==> config.mk <==
export PLATFORM = sky130hd
export DESIGN_NAME = sat_counter
export DESIGN_NICKNAME = d
export VERILOG_FILES = /design/src/rtl/sat_counter.sv
export SDC_FILE = /design/constraint.sdc
export NUM_CORES = 1
export LEC_CHECK = 0
export CAP_MARGIN = 40
export CORE_AREA = 5 5 42 44
export CTS_CLUSTER_SIZE = 20
export DETAILED_ROUTE_END_ITERATION = 10
export DIE_AREA = 0 0 47 49
export PLACE_DENSITY = 0.68
export SETUP_SLACK_MARGIN = 0.15
export SYNTH_ARGS = -nofsm -noshare
export SYNTH_HDL_FRONTEND = slang
export SYNTH_SLANG_ARGS = --single-unit
==> constraint.sdc <==
create_clock -name clk -period 2.73 [get_ports clk]
set_clock_uncertainty 0.15 [all_clocks]
set_input_delay 0.546 -clock clk [delete_from_list [all_inputs] [get_ports clk]]
set_output_delay 0.546 -clock clk [all_outputs]
set_load 0.01 [all_outputs]
==> src/rtl/sat_counter.sv <==
// sat_counter: clearable up-counter that sticks at all-ones
module sat_counter #(
  parameter int W = 8
) (
  input  logic         clk,
  input  logic         rst_n,
  input  logic         clr,
  input  logic         en,
  output logic [W-1:0] q
);
  always_ff @(posedge clk or negedge rst_n)
    if (!rst_n) q <= '0;
    else if (clr) q <= '0;
    else if (en && q != '1) q <= q + 1'b1;
endmodule

Word level (Yosys, flattened, before mapping):

Cells that the tools add are included.

* bits of input ports: 4
* logic and storage cells: 7
* bits in registers: 8
* output and inout bits: 8

* multiplexer cells: 2
* equal/unequal tests: 1
* reductions and logical operators: 2
* add/subtract/negate cells: 1

Operators with widths (number)
* $mux W8: 2
* $add A8 B1 Y8 const B: 1
* $ne A8 B8 Y1 const B: 1
* $reduce_bool A2 Y1: 1
* $logic_and A1 B1 Y1: 1

Depth between registers and ports, before layout:

* depth after elaboration: 4
* depth in mapped cells: 4
* depth with buffers taken out: 4

Worst setup path before layout:

Ideal clock, no wire load.

* kind: reg2reg
* start point: register q[0]
* end point: register q[0]
* setup time: 125 ps
* period minus slack after synthesis: 1784 ps
* data required time: 2455 ps
* data arrival time: 1509 ps
* path slack: 946 ps
* cell stages (with the launch flop): 5
* path buffers: 0
* path through: dfrtp_1 > ha_1 > and4_2 > a21boi_1 > mux2_2

* longest elaborated chain between the ends: 3
* elaborated cells between the ends (all ways): 6
* those cells by class: add/sub (1); eq/ne (1); mux (2); reduce/logical (2)

RTL lines
* start: declaration: RTL line 9 `output logic [W-1:0] q`
* start signal: assignment: RTL line 14 `else if (en && q != '1) q <= q + 1'b1;`
* $add A8 B1 Y8 or $ne A8 B8 Y1 (tied branches): RTL line 14
* $mux W8 or $logic_and A1 B1 Y1 (tied branches): RTL line 14
* $mux W8 or $reduce_bool A2 Y1 (tied branches)

Parallel ways exist; a longest one is shown, timed or not. The select of a mux whose other input is x is not followed.
A chain may end at the register's enable or synchronous reset.

Worst setup path after layout:

* start point: register q[2]
* end point: output q[2]

No word-level cell between the ends.

==> impl_metrics.yaml <==
setup_path:
  reg2reg_depth: 4
  cp_top_family: "buffers and inverters"
  worstPathMaxFanout: 7
  arrival_ps: 1280
  cpMaxStageDelayCell: "clkdlybuf4s50_1"
  slowest_delay_ps: 580
  cp_num_buf_inv: 1
  critPathRequiredTime_ps: 2030
  start_kind: "register"
  path_cells: "clkdlybuf4s50_1"
  r2r-start: "q[0]"
  r2r_slack_ps: 860
  reg2reg_to: "q[0]"
  critical_path_class: "register to output pin"
  endpoint_kind: "output pin"
grt:
  use_met2: 0.140
  gr-usage-met3: 0.0258
  grt_pass1_vias: 382
  top_usage_layer: "met2"
  antenna_found_initial: 0
  grt_max_degree: 12
  met1_usage: 0.134
  grt_pass1_wl_um: 1700
  grt_overflow: 0
  track_usage: 0.0999
route:
  vias: 412
  finalWirelength_um: 997
  first_pass_iters: 3
  avgRoutedWirePerCell_um: 12.9
  drc: 0
  ant_nets: 0
  via_per_inst: 5.35
  drt_iter0_drc: 6
clocking:
  root_buffer: "clkbuf_4"
  cts_resized: 0
  cts_htree_levels: 1
  cts_setup_buffers: 0
  clock_sinks: 8
  ctsHoldBuffers: 0
  path_clk_slew_ps: 50
  cts_buffers: 3
  clock_path_buffers: 2
  cts_tree: "built"
  clk_latency_ps: 250
cells_and_area:
  drive_above_1_share: 0.115
  regMostFlops: "q"
  fin_area_um2: 608
  syn_to_final_growth_pct: 31.0
  fin_nets: 68
  top_regs: "q: 8 flops"
  diodes: 0
  largest_register_ffs: 8
logic_synthesis:
  synth_most_common_cell: "dfrtp_1"
  synth_cell_types: 28
  synth.largest_area_cell: "dfrtp_1"
  synth_area_leaders: "dfrtp_1 (43%), mux2_2 (4.9%), nor3_1 (4.3%), nand2b_1 (4.0%), nor2b_1 (4.0%)"
  ys_ff_latch: 8
  synth_top_area_frac: 0.431
  synthTopCellsByCount: "dfrtp_1 (8), nor3_1 (4), a21oi_1 (3), nand2b_1 (3), nor2b_1 (3)"
  synth-seq-area-share: 0.431
  synth_area_um2: 464
  synth_enable_flop_cells: 0
  synthFlopType: "dfrtp_1"
  syn_avg_cell_area_um2: 9.47
  synth-async-reset-ratio: 1.00
  syn_nets: 54
  synth_cells: 49
  yosys_warnings: 0
floorplan:
  io_pins: 12
  start_util: 0.331
  core-area_um2: 1400
  die-height_um: 49
  die_w_um: 47
  die-area_um2: 2300
  rows: 14
timing:
  period_needed_ps: 1970
  fin_tns_setup_ps: 0
  fin_crit_sh: 0.723
  tightestPinTransition_ps: 420
  drv_slew: 0
  hold_violations: 0
  setup_viol: 0
  rsz0062_at_grt: "false"
  maxSlewHeadroom: 0.719
  fmax_ghz: 0.507
min_path:
  min_to: "q[7]"
  min_from: "q[7]"
  hp-class: "register to register"
  holdPathStages: 2
pwr:
  swShare: 0.230
  intPower_mw: 0.186
  comb_power_share: 0.114
  switching_power_mw: 0.0557
  seqPwrFrac: 0.520
  irDropWorstVdd_uv: 241
  power_mw: 0.242
  clkPwrFrac: 0.366
  power_leakage_nw: 0.238
  power_density_nw_per_um2: 397
placement:
  hpwl_um: 715
  io_buffer_count: 11
  place_area_um2: 586
  gp_congestion: 0.728
flow_run:
  drv_cap: 0
run_status:
  status: "completed"
routing by layer:
metal | wire (um) | up-vias | part of all wire
met5 | 0 | - | 0
met4 | 10 | 0 | 0.010
met3 | 43 | 2 | 0.043
met2 | 500 | 6 | 0.50
met1 | 442 | 198 | 0.44
li1 | - | 206 | -
per-stage QoR:
step,std cells,hold WS (ps),utilization,worst slack [ps]
global placement,74,417,0.418,632
detailed placement,74,430,0.418,573
finish,77,435,0.434,757
global route,77,474,0.434,699
CTS,77,442,0.434,743
floorplan,49,100,-,946
worst max path at each step:
stage	depth (start not counted)	slack [ps]	from	to
after global placement	4	630	en	q[5]
after CTS	1	740	q[2]	q[2]
after floorplan	4	950	q[0]	q[0]
final	1	760	q[2]	q[2]
after detailed placement	4	570	en	q[7]
after global routing	1	700	q[0]	q[0]
layout by cell type, fill, tap and decap left out:
cell type	instances
nor3b_1	1
mux2_2	2
nand2b_1	3
a41oi_1	1
clkdlybuf4s50_1	11
nor4_1	1
o21ai_0	1
nor2b_1	3
a211oi_1	1
nor3_1	4
a31oi_1	1
and4_2	1
clkbuf_4	3
and3_1	1
nand4_1	1
ha_1	1
nand3_1	2
dfrtp_1	8
nand3_2	1
nand2_1	2
and4_1	1
or3_1	1
a21boi_1	1
nor2_1	2
a21oi_1	3
mux2i_1	1
a2111oi_0	1
inv_1	2
final cells by class:
class                           instances  area [um2]
Inverter                                2        7.51
Sequential cell                         8         200
Timing Repair Buffer                   11         110
Clock buffer                            3        22.5
Tap cell                               16        20.0
Fill cell                             145         793
Multi-Input combinational cell         37         248
power groups by stage:
stage | clock network, mW | registers (mW) | logic (mW)
floorplan | 0 | 0.128 | 0.0121
global placement | 0 | 0.128 | 0.0268
detailed placement | 0 | 0.128 | 0.0280
CTS | 0.0923 | 0.126 | 0.0281
global route | 0.0970 | 0.127 | 0.0302
finish | 0.0884 | 0.126 | 0.0275
cells by family (layout without fill, tap and decap cells):
kind of cell,count (synthesis),after routing,share of synthesized area
fa+ha+maj,1,1,0.0269
simple gates,24,24,0.310
mux,3,3,0.0701
buf+inv,4,16,0.0350
flops,8,8,0.431
compound gates,9,9,0.127
No activity file was read; power rests on OpenSTA's default activity.
